===== src/rtl/hud_layer_mux.sv =====
// HUD layer priority mux: masked, blinking, optionally colour-keyed channels merged into one
// registered draw request. Optional colour keying is enabled by defining HUD_COLORKEY_EN.
module hud_lane #(
   parameter int                 RGB_W       = 8,
   parameter logic [RGB_W-1:0]   TRANSPARENT = 8'hFF
) (
   input  logic             dr,
   input  logic [RGB_W-1:0] rgb,
   input  logic             en,
   input  logic             blinks,
   input  logic             phase,
   output logic             eff
);
`ifdef HUD_COLORKEY_EN
   assign eff = dr & en & (~blinks | phase) & (rgb != TRANSPARENT);
`else
   logic unused_rgb;
   assign unused_rgb = ^{rgb, TRANSPARENT};
   assign eff        = dr & en & (~blinks | phase);
`endif
endmodule

module hud_layer_mux #(
   parameter int                 CHANNELS     = 8,
   parameter int                 RGB_W        = 8,
   parameter logic [RGB_W-1:0]   TRANSPARENT  = 8'hFF,
   parameter int                 BLINK_FRAMES = 16
) (
   input  logic                      clk,
   input  logic                      reset,
   input  logic                      startOfFrame,
   input  logic [CHANNELS-1:0]       chanDR,
   input  logic [CHANNELS*RGB_W-1:0] chanRGB,
   input  logic                      maskWrite,
   input  logic [CHANNELS-1:0]       maskData,
   input  logic                      blinkWrite,
   input  logic [CHANNELS-1:0]       blinkData,
   output logic                      metadataDR,
   output logic [RGB_W-1:0]          metadataRGB,
   output logic [(CHANNELS > 1 ? $clog2(CHANNELS) : 1)-1:0] hitChan,
   output logic [CHANNELS-1:0]       frameHits
);
   localparam int HW = (CHANNELS > 1) ? $clog2(CHANNELS) : 1;
   localparam int FW = $clog2(BLINK_FRAMES) + 1;

   logic [CHANNELS-1:0] mask, blinkSel, hitAcc, eff;
   logic [FW-1:0]       frameCnt;
   logic                blinkPhase;
   logic                win_dr;
   logic [RGB_W-1:0]    win_rgb;
   logic [HW-1:0]       win_idx;

   for (genvar i = 0; i < CHANNELS; i++) begin : g_lane
      hud_lane #(.RGB_W(RGB_W), .TRANSPARENT(TRANSPARENT)) u_lane (
         .dr     (chanDR[i]),
         .rgb    (chanRGB[i*RGB_W +: RGB_W]),
         .en     (mask[i]),
         .blinks (blinkSel[i]),
         .phase  (blinkPhase),
         .eff    (eff[i])
      );
   end

   // Scan high to low so the lowest effective index is the last (winning) assignment.
   always_comb begin
      win_dr  = 1'b0;
      win_rgb = '0;
      win_idx = '0;
      for (int i = CHANNELS-1; i >= 0; i--) begin
         if (eff[i]) begin
            win_dr  = 1'b1;
            win_rgb = chanRGB[i*RGB_W +: RGB_W];
            win_idx = HW'(i);
         end
      end
   end

   always_ff @(posedge clk or posedge reset) begin
      if (reset) begin
         mask        <= '1;
         blinkSel    <= '0;
         frameCnt    <= '0;
         blinkPhase  <= 1'b1;
         hitAcc      <= '0;
         frameHits   <= '0;
         metadataDR  <= 1'b0;
         metadataRGB <= '0;
         hitChan     <= '0;
      end else begin
         metadataDR  <= win_dr;
         metadataRGB <= win_rgb;
         hitChan     <= win_idx;
         if (maskWrite)  mask     <= maskData;
         if (blinkWrite) blinkSel <= blinkData;
         // The pulse cycle's own requests belong to the frame that is ending.
         if (startOfFrame) begin
            frameHits <= hitAcc | eff;
            hitAcc    <= '0;
            if (frameCnt == FW'(BLINK_FRAMES-1)) begin
               frameCnt   <= '0;
               blinkPhase <= ~blinkPhase;
            end else begin
               frameCnt <= frameCnt + 1'b1;
            end
         end else begin
            hitAcc <= hitAcc | eff;
         end
      end
   end
endmodule


===== config.mk =====
export PLATFORM = sky130hd
export DESIGN_NAME = hud_layer_mux
export DESIGN_NICKNAME = d
export VERILOG_FILES = /design/src/rtl/hud_layer_mux.sv
export SDC_FILE = /design/constraint.sdc
export NUM_CORES = 1
export LEC_CHECK = 0
export CORE_AREA = 5 5 87 89
export DETAILED_ROUTE_END_ITERATION = 16
export DIE_AREA = 0 0 92 94
export GPL_ROUTABILITY_DRIVEN = 0
export PLACE_DENSITY = 0.79
export SLEW_MARGIN = 10
export SYNTH_ARGS = -nofsm -noshare
export SYNTH_HDL_FRONTEND = slang
export SYNTH_SLANG_ARGS = --single-unit

===== constraint.sdc =====
create_clock -name clk -period 1.9 [get_ports clk]
set_input_delay 0.38 -clock clk [delete_from_list [all_inputs] [get_ports clk]]
set_output_delay 0.38 -clock clk [all_outputs]
set_load 0.02 [all_outputs]

==> run metrics <==
status=finished, final reports clean; Rel. slew slack=71.2%; Hold Crit Class=primary input to async pin; number of fill cells=557; combinational share of power=40.2%; DR iter-0 viols=84; NetSw=0.00114 W; TritonCTS clock tree=done; Yosys reg bits=50; Leakage Power=1.60 nW; Inserted Clock Buffers=5; class of the most critical setup path=flip-flop to flip-flop; final number of setup-violating endpoints=0; WL per Instance=17.6 um; Int Pwr=0.00233 W; sequential-to-total area share from yosys stat=52.1%; Mean Syn Cell Area=10.7 um2; RSZ-0062 raised after global routing=false; initial antenna violation count=0; Synth Instances=227; Peak Freq=0.551 GHz; WL final=7.71 mm; Slew Limit Fails=0; Die X=92 um; Initial Util=36.3%; hpwl dp=5.93 mm; Worst R2R Start=blinkPhase$_DFFE_PP1P_; share of cells above drive strength 1=17.9%; ys flop type=dfrtp_1; first-pass GRT wire length=12.0 mm; Worst Slack Setup Final=84.1 ps; CORE AREA=0.00668 mm2; top cells by area, synth=dfrtp_1 (42%), dfstp_2 (9.8%), mux2_2 (7.0%); TritonRoute pass-1 iters=4; buffers added on ports=112; die height=94 um; DR vias/cell=5.31; asr flop ratio synth=100%; startpoint types=flip-flop; Required @ worst endpoint=2100 ps; PD cells=897 mW/mm2; Crit. End Element=flip-flop; clk_lat worst skew=310 ps; DRT antenna net count=0; top-level port count=113; Clk pwr share=18.9%; area leader, netlist=dfrtp_1; DP Worst Slack=-185 ps; # DRC=0; post-layout min period=1820 ps; synthesis-to-layout area growth=59.7%; clock-pin slew on the worst setup and hold paths=100 ps; Final Net Count=450; Sequential Power Share=40.9%; Max Cap Violations=0; number of global-route vias before repair=2401; CP arrival=2020 ps; Switching Fraction=32.8%; area of the die=0.00865 mm2; Worst R2R End=metadataRGB[0]$_DFF_PP0_; Tcrit/Tclk final=95.6%; clock sink count=50; CTS Root Cell=clkbuf_8; Post-Synthesis Cell Area=0.00242 mm2; fin util=57.9%; count leader, synth=dfrtp_1; FP Rows=30; Worst Tran Pin Value=421 ps; grt ovf=0; Post-synth EDFFs=0; CTS Buffer Depth=2; Post-synth top cells=dfrtp_1 (41), nor2_1 (30), nand2_1 (21), a221o_1 (15), mux2_2 (15); clk_skew=10.8 ps; worst reg2reg path depth=6; Critical Path Fanout Max=10; Syn Nets=321; Clock H-tree levels=2; post-synth top area share=42.3%; R2R Setup Slk=80 ps; synth warn=0; pin count of the biggest net entering global routing=51; Fin. Hold Viols=0; Netlist cell types=35; number of antenna diodes=0; All-Layer GR Usage=17.8%; peak ir drop on the vdd network=0.472 mV; via count=2322
[logic make-up (layout without fill, tap and decap cells)]
kind of cell	Yosys count	in the layout	share of synthesized area, %
AOI/OAI and AO/OA	71	71	22.1
adders and majority gates	1	1	0.516
DFF	50	50	52.1
and+or+nand+nor	71	71	14.2
xor gates and xnor gates	2	2	0.723
muxes	15	15	6.97
buffers and inverters	17	147	3.41
[through the flow]
stage               total power [W]  instance area (um2)  instances  hold WS [ps]  TNS, ps
finish                      0.00347                 3870        437           414        0
global route                0.00370                 3870        437           437        0
CTS                         0.00350                 3850        436           425        0
detailed placement          0.00282                 3740        427           468    -1240
global placement            0.00278                 3740        427           461    -1280
floorplan                   0.00218                 2420        227           451        0
[layout make-up]
cell class                      count  area (um2)  area share (%)
Multi-Input combinational cell    160        1100            28.3
Clock buffer                        5        68.8            1.78
Tap cell                           80         100            2.59
Sequential cell                    50        1260            32.6
Timing Repair Buffer              133        1290            33.4
Clock inverter                      3        28.8           0.744
Inverter                            6        22.5           0.582
[cell usage in the layout (no fill, tap or decap), drive strengths merged, types with 3 or more instances in the layout]
| cell type | n |
|---|---|
| nand2 | 21 |
| a22o | 8 |
| buf | 21 |
| clkdlybuf4s50 | 112 |
| inv | 7 |
| nor2b | 7 |
| dfrtp | 41 |
| clkbuf | 5 |
| a221o | 15 |
| o21ai | 12 |
| nor2 | 30 |
| a31o | 7 |
| o22ai | 9 |
| mux2 | 15 |
| and3 | 3 |
| a21oi | 11 |
| dfstp | 9 |
[power by group through the flow]
stage                     sequential [W]  combinational [W]  clock (W)
final                            0.00142            0.00139   0.000656
after global routing             0.00145            0.00151   0.000730
after CTS                        0.00142            0.00139   0.000690
after detailed placement         0.00144            0.00138          0
after global placement           0.00143            0.00135          0
after floorplan                  0.00155           0.000626          0
[worst max-delay path by stage]
stage	from	endpoint	slack [ps]
CTS	blinkPhase$_DFFE_PP1P_	metadataRGB[6]$_DFF_PP0_	5
floorplan	blinkPhase$_DFFE_PP1P_	metadataRGB[0]$_DFF_PP0_	120
global route	blinkPhase$_DFFE_PP1P_	metadataDR$_DFF_PP0_	10
global placement	chanDR[1]	metadataRGB[7]$_DFF_PP0_	-180
detailed placement	chanDR[1]	metadataRGB[0]$_DFF_PP0_	-180
finish	blinkPhase$_DFFE_PP1P_	metadataRGB[0]$_DFF_PP0_	80
[registers in the layout, indices dropped and copies added (netlist names)]
name / flops
mask: 8
blinkSel: 8
frameHits: 8
frameCnt: 5
hitAcc: 8
hitChan: 3
blinkPhase: 1
metadataDR: 1
metadataRGB: 8
[layer usage]
metal / GRT usage (%) / part of all wire, %
met1: 22.0 / 41
met2: 31.0 / 48
met3: 4.97 / 9.3
met4: 3.71 / 0.69
met5: 0 / 0
[critical path, stage by stage (launching register included)]
cell	delay (ps)
dfstp_2	420
nand2b_4	150
and3_4	160
buf_4	170
a221o_1	290
a221o_1	280
a31o_1	220
[what timing repair did]
item,CTS,global route
pin swaps,2,0
resized for setup,1,3
setup buffers,1,1
hold endpoints to repair,0,0
cloned,0,0
hold buffers,0,0
setup endpoints to repair,8,8
Power figures use the tool's default switching activity.
